File: src/rtl/lut4_init_extractor_if.sv
// Result handshake between a LUT truth-table reader and its client.
// The client (master) requests sweeps and accepts results; the extractor is the slave.
interface lut4_init_extractor_if;
    logic        start;
    logic        busy;
    logic [15:0] init;
    logic        out_valid;
    logic        out_ready;

    modport master (
        output start,
        output out_ready,
        input  busy,
        input  init,
        input  out_valid
    );

    modport slave (
        input  start,
        input  out_ready,
        output busy,
        output init,
        output out_valid
    );
endinterface

File: src/rtl/lut4_init_extractor.sv
// Walks a 4-input LUT through all 16 input codes, samples its output after SETTLE
// cycles per code and returns the assembled INIT mask. SETTLE must be 1..15.
module lut4_init_extractor #(
    parameter int SETTLE = 1
) (
    input  logic                        clk,
    input  logic                        rst,
    lut4_init_extractor_if.slave        hs,
    output logic [3:0]                  lut_i,
    input  logic                        lut_o
);

    typedef enum logic [1:0] {
        IDLE  = 2'd0,
        SWEEP = 2'd1,
        HOLD  = 2'd2
    } state_t;

    localparam logic [3:0] SETTLE_LOAD = 4'(SETTLE - 1);

    state_t      state_reg, state_next;
    logic [3:0]  idx_reg, idx_next;
    logic [3:0]  cnt_reg, cnt_next;
    logic [15:0] init_reg, init_next;
    logic        valid_reg, valid_next;
    logic        busy_reg, busy_next;
    logic [15:0] bit_sel;

    // One-hot select of the mask bit that belongs to the current input code.
    for (genvar gi = 0; gi < 16; gi++) begin : g_sel
        assign bit_sel[gi] = (idx_reg == 4'(gi));
    end

    always_ff @(posedge clk or posedge rst) begin
        if (rst) begin
            state_reg <= IDLE;
            idx_reg   <= 4'h0;
            cnt_reg   <= 4'h0;
            init_reg  <= 16'h0000;
            valid_reg <= 1'b0;
            busy_reg  <= 1'b0;
        end else begin
            state_reg <= state_next;
            idx_reg   <= idx_next;
            cnt_reg   <= cnt_next;
            init_reg  <= init_next;
            valid_reg <= valid_next;
            busy_reg  <= busy_next;
        end
    end

    always_comb begin
        state_next = state_reg;
        idx_next   = idx_reg;
        cnt_next   = cnt_reg;
        init_next  = init_reg;
        valid_next = valid_reg;
        busy_next  = busy_reg;

        case (state_reg)
            IDLE: begin
                if (hs.start) begin
                    state_next = SWEEP;
                    idx_next   = 4'h0;
                    cnt_next   = SETTLE_LOAD;
                    init_next  = 16'h0000;
                    busy_next  = 1'b1;
                end
            end
            SWEEP: begin
                if (cnt_reg != 4'h0) begin
                    cnt_next = cnt_reg - 4'd1;
                end else begin
                    init_next = (init_reg & ~bit_sel) | ({16{lut_o}} & bit_sel);
                    if (idx_reg != 4'hF) begin
                        idx_next = idx_reg + 4'd1;
                        cnt_next = SETTLE_LOAD;
                    end else begin
                        // lut_i parks at 4'hF until the next sweep restarts it.
                        state_next = HOLD;
                        valid_next = 1'b1;
                        busy_next  = 1'b0;
                    end
                end
            end
            HOLD: begin
                if (hs.out_ready) begin
                    state_next = IDLE;
                    valid_next = 1'b0;
                end
            end
            default: begin
                state_next = IDLE;
                valid_next = 1'b0;
                busy_next  = 1'b0;
            end
        endcase
    end

    assign lut_i        = idx_reg;
    assign hs.init      = init_reg;
    assign hs.out_valid = valid_reg;
    assign hs.busy      = busy_reg;

endmodule

File: src/flat_wrapper.sv
// flat-port wrapper written by rule: the top's interface ports become plain ports
module lut4_init_extractor_flat 
#(
    parameter int SETTLE = 1
)
  (clk, rst, lut_i, lut_o, hs_start, hs_out_ready, hs_busy, hs_init, hs_out_valid);
  lut4_init_extractor_if hs_i ();
  input  logic clk;
  input  logic rst;
  output logic [3:0] lut_i;
  input  logic lut_o;
  input wire logic [$bits(hs_i.start)-1:0] hs_start;
  input wire logic [$bits(hs_i.out_ready)-1:0] hs_out_ready;
  output wire logic [$bits(hs_i.busy)-1:0] hs_busy;
  output wire logic [$bits(hs_i.init)-1:0] hs_init;
  output wire logic [$bits(hs_i.out_valid)-1:0] hs_out_valid;
  assign hs_i.start = hs_start;
  assign hs_i.out_ready = hs_out_ready;
  assign hs_busy = hs_i.busy;
  assign hs_init = hs_i.init;
  assign hs_out_valid = hs_i.out_valid;
  lut4_init_extractor #(.SETTLE(SETTLE)) u_core (.clk(clk), .rst(rst), .hs(hs_i), .lut_i(lut_i), .lut_o(lut_o));
endmodule
File: config.mk
export PLATFORM = sky130hd
export DESIGN_NAME = lut4_init_extractor_flat
export DESIGN_NICKNAME = d
export VERILOG_FILES = /design/src/rtl/lut4_init_extractor_if.sv /design/src/rtl/lut4_init_extractor.sv /design/src/flat_wrapper.sv
export SDC_FILE = /design/constraint.sdc
export NUM_CORES = 1
export LEC_CHECK = 0
export ABC_AREA = 1
export CORE_ASPECT_RATIO = 0.8
export CORE_MARGIN = 2
export CORE_UTILIZATION = 50
export CTS_BUF_LIST = sky130_fd_sc_hd__clkbuf_8
export CTS_CLUSTER_DIAMETER = 100
export CTS_CLUSTER_SIZE = 10
export DETAILED_ROUTE_END_ITERATION = 8
export GPL_TIMING_DRIVEN = 0
export HOLD_SLACK_MARGIN = 0.08
export PLACE_DENSITY = 0.83
export SLEW_MARGIN = 40
export SYNTH_ARGS = -nofsm -noshare
export SYNTH_HDL_FRONTEND = slang
export SYNTH_SLANG_ARGS = --single-unit
File: constraint.sdc
create_clock -name clk -period 3.8 [get_ports clk]
set_clock_uncertainty 0.15 [all_clocks]
set_input_delay 0.38 -clock clk [delete_from_list [all_inputs] [get_ports clk]]
set_output_delay 0.38 -clock clk [all_outputs]
set_load 0.02 [all_outputs]
==> out/qor.tcl <==
set qor(share_of_the_cycle_needed_by_the_critical_path_after_routing) 0.5119
set qor(hold_class) {in2async}
set qor(finalSetupViolCount) 0
set qor(unrepaired_setup_endpoints_after_global_routing) {false}
set qor(async_flop_share) 1.000
set qor(largest_reg_flops) 16
set qor(final_cell_mix) {79 x sky130_fd_sc_hd__nand2_1, 49 x sky130_fd_sc_hd__nand3_1, 28 x sky130_fd_sc_hd__dfrtp_1, 25 x sky130_fd_sc_hd__clkdlybuf4s50_1, 23 x sky130_fd_sc_hd__inv_1}
set qor(critical_path.startpoint_type) {flip-flop}
set qor(syn-instance-count) 238
set qor(grt_max_degree) 29
set qor(core_area_mm2) 0.003400
set qor(cp.buffers_inverters) 1
set qor(design.die.area_mm2) 0.004012
set qor(gp_congestion) 0.8225
set qor(ctsRootBufferMaster) {sky130_fd_sc_hd__clkbuf_8}
set qor(die_y_um) 57.06
set qor(ctsResizeCount) 0
set qor(clk-insertion-delay-late_ns) 0.27
set qor(detail_route.iter0.violations) 67
set qor(regToRegSetupSlack_ns) 2.07
set qor(synth_cell_types) 23
set qor(synth_nets) 249
set qor(timing_max_transition_violations_final) 0
set qor(ys.flop_type) {sky130_fd_sc_hd__dfrtp_1}
set qor(worst_path_largest_cell_delay_ns) 0.65
set qor(fin_nets) 279
set qor(crit_path_cell_trace) {clkdlybuf4s50_1}
set qor(syn_to_final_growth_pct) 20.34
set qor(status) {complete, no violations}
set qor(cellPowerDensity_mw_per_mm2) 543.1
set qor(timing.critical_path.max_delay_family) {buffers and inverters}
set qor(postCtsSetupBuffers) 0
set qor(sum_of_met2_wire_segment_lengths_after_detailed_routing_um) 1717
set qor(top_signal_layer_used) {met4}
set qor(final_common_cell) {sky130_fd_sc_hd__nand2_1}
set qor(buffer_ports.inserted) 25
set qor(finalPower_mw) 1.150
set qor(avgRoutedWirePerCell_um) 12.10
set qor(dp_hpwl_um) 2632
set qor(yosys.area.top_type) {sky130_fd_sc_hd__dfrtp_1}
set qor(detail_route.drc_violations) 0
set qor(grt_resource_usage_total) 0.2003
set qor(cts.hold.buffers_added) 0
set qor(ys_seq_elements) 28
set qor(pre_cts_ws_ns) 2.018
set qor(max_slew_margin) 0.6135
set qor(post_layout_min_period_ns) 1.945
set qor(finalSetupTns_ns) 0
set qor(critical_path_class) {reg2out}
set qor(number_of_synthesized_flops_with_an_enable_pin) 0
set qor(finalCoreUtilization) 0.6227
set qor(largest_driver_fanout_on_the_critical_path) 8
set qor(finalWirelength_um) 3740
set qor(clock-sinks) 28
set qor(syn-mean-instance-area_um2) 7.392
set qor(yosys_warnings) 0
set qor(grt_first_pass_wirelength_um) 6534
set qor(start_util) 0.5175
set qor(arrival_worst_endpoint_ns) 1.42
set qor(first_global_vias) 1498
set qor(syn-cell-area_mm2) 0.001759
set qor(grt_antenna_before_repair) 0
set qor(final.setup.worst_slack_ns) 1.855
set qor(routed-via-count) 1586
set qor(drv.max_cap_violation_count) 0
set qor(n_antenna_cell) 0
set qor(rows) 19
set qor(number_of_primary_i_o_pins) 27
set qor(drt-pass1-iter-count) 4
set qor(post_route_cells_drive_above_1_share) 0.1011
set qor(tritoncts) {built}
set qor(route.detailed.vias_per_inst) 5.133
set qor(htree_num_levels) 1
set qor(synth.top_cell.area_share) 0.3983
set qor(maximum_clock_rate_mhz) 514.1
set qor(cts.reportedPaths.clkPinSlew_ns) 0.09
set qor(yosysSeqAreaShare) 0.3983
set qor(total_leakage_power_nw) 1.077
set qor(vdd.ir_drop.worst_uv) 383.4
set qor(final_antenna_net_count) 0
set qor(globalRoute.totalOverflow) 0
set qor(yosys-top-cells-area) {sky130_fd_sc_hd__dfrtp_1 40%, sky130_fd_sc_hd__nand2_1 17%, sky130_fd_sc_hd__nand3_1 14%}
set qor(hold_viol_final) 0
set qor(slew_of_the_pin_with_the_lowest_slew_margin_ns) 0.5790
set qor(setup.worst_path.end_class) {output port}
set qor(met3RoutedLength_um) 195
set qor(cts_max_path_buffers) 2
set qor(cp_data_required_time_ns) 3.27
set qor(detail_route.wirelength.met1_um) 1804
set qor(horiz_die_dim_um) 70.32
set qor(tritoncts_buffers) 3
set qor(critPathSlowestCell) {sky130_fd_sc_hd__clkdlybuf4s50_1}
area by class of cell:
cell class              count  area [um2]
repair buffers             25       250.2
clock buffers               4       55.05
flip-flops and latches     28       700.7
multi-input cells         171       874.6
well taps                  42       52.55
plain buffers              12       77.57
fillers                   326        1282
inverters                  27       106.4
report_power, final:
group	switching [mW]	internal, mW	leakage [nW]	total [mW]
Clock	0.0918	0.0928	0.0288	0.185
Sequential	0.0474	0.342	0.382	0.389
Combinational	0.377	0.199	0.666	0.576
Total	0.516	0.634	1.08	1.15
synth_stat cells (all sizes together), types with 2 or more instances:
cell / count
buf: 10
xor2: 2
nand4: 7
ha: 6
nor2: 9
nand2: 82
clkbuf: 2
dfrtp: 28
inv: 27
a21oi: 2
o21ai: 12
nand3: 49
metal layers:
layer,vias up,global-route usage
li1,824,-
met5,-,0
met1,721,0.2831
met2,37,0.3221
met4,0,0.04121
met3,4,0.04240
cells by family after synthesis:
| logic type | synth area share |
|---|---|
| buffers and inverters | 0.1046 |
| AO/OA/AOI/OAI | 0.05263 |
| adder cells (fa/ha/maj) | 0.04267 |
| XOR/XNOR | 0.01494 |
| flip-flops | 0.3983 |
| AND/OR/NAND/NOR | 0.3869 |
worst reg2reg max path, stage by stage, from the launching register on:
cell	delay, ns
sky130_fd_sc_hd__dfrtp_1	0.49
sky130_fd_sc_hd__ha_1	0.19
sky130_fd_sc_hd__buf_4	0.16
sky130_fd_sc_hd__nand3_1	0.16
sky130_fd_sc_hd__nand2_1	0.15
sky130_fd_sc_hd__nand3_1	0.16
sky130_fd_sc_hd__o21ai_0	0.19
worst paths after layout:
kind,start,cells after the start,end
hold / removal,rst,2,u_core.cnt_reg[2]
min in group clk,u_core.hs.out_valid,2,u_core.hs.out_valid
max in group asynchronous,rst,2,u_core.lut_i[3]
setup reg to reg,u_core.lut_i[0],6,u_core.cnt_reg[2]
setup / recovery,u_core.lut_i[0],1,lut_i[0]
hold reg to reg,u_core.hs.out_valid,2,u_core.hs.out_valid
per-stage QoR:
stage,instances,hold slack (ns),area [um2]
2_1_floorplan,238,0.2954,1759
4_1_cts,309,0.3366,2117
5_1_grt,309,0.3670,2117
3_3_place_gp,305,0.3063,2062
3_5_place_dp,305,0.3120,2062
6_report,309,0.3223,2117
Note: power is estimated with default switching activity, not from simulation.
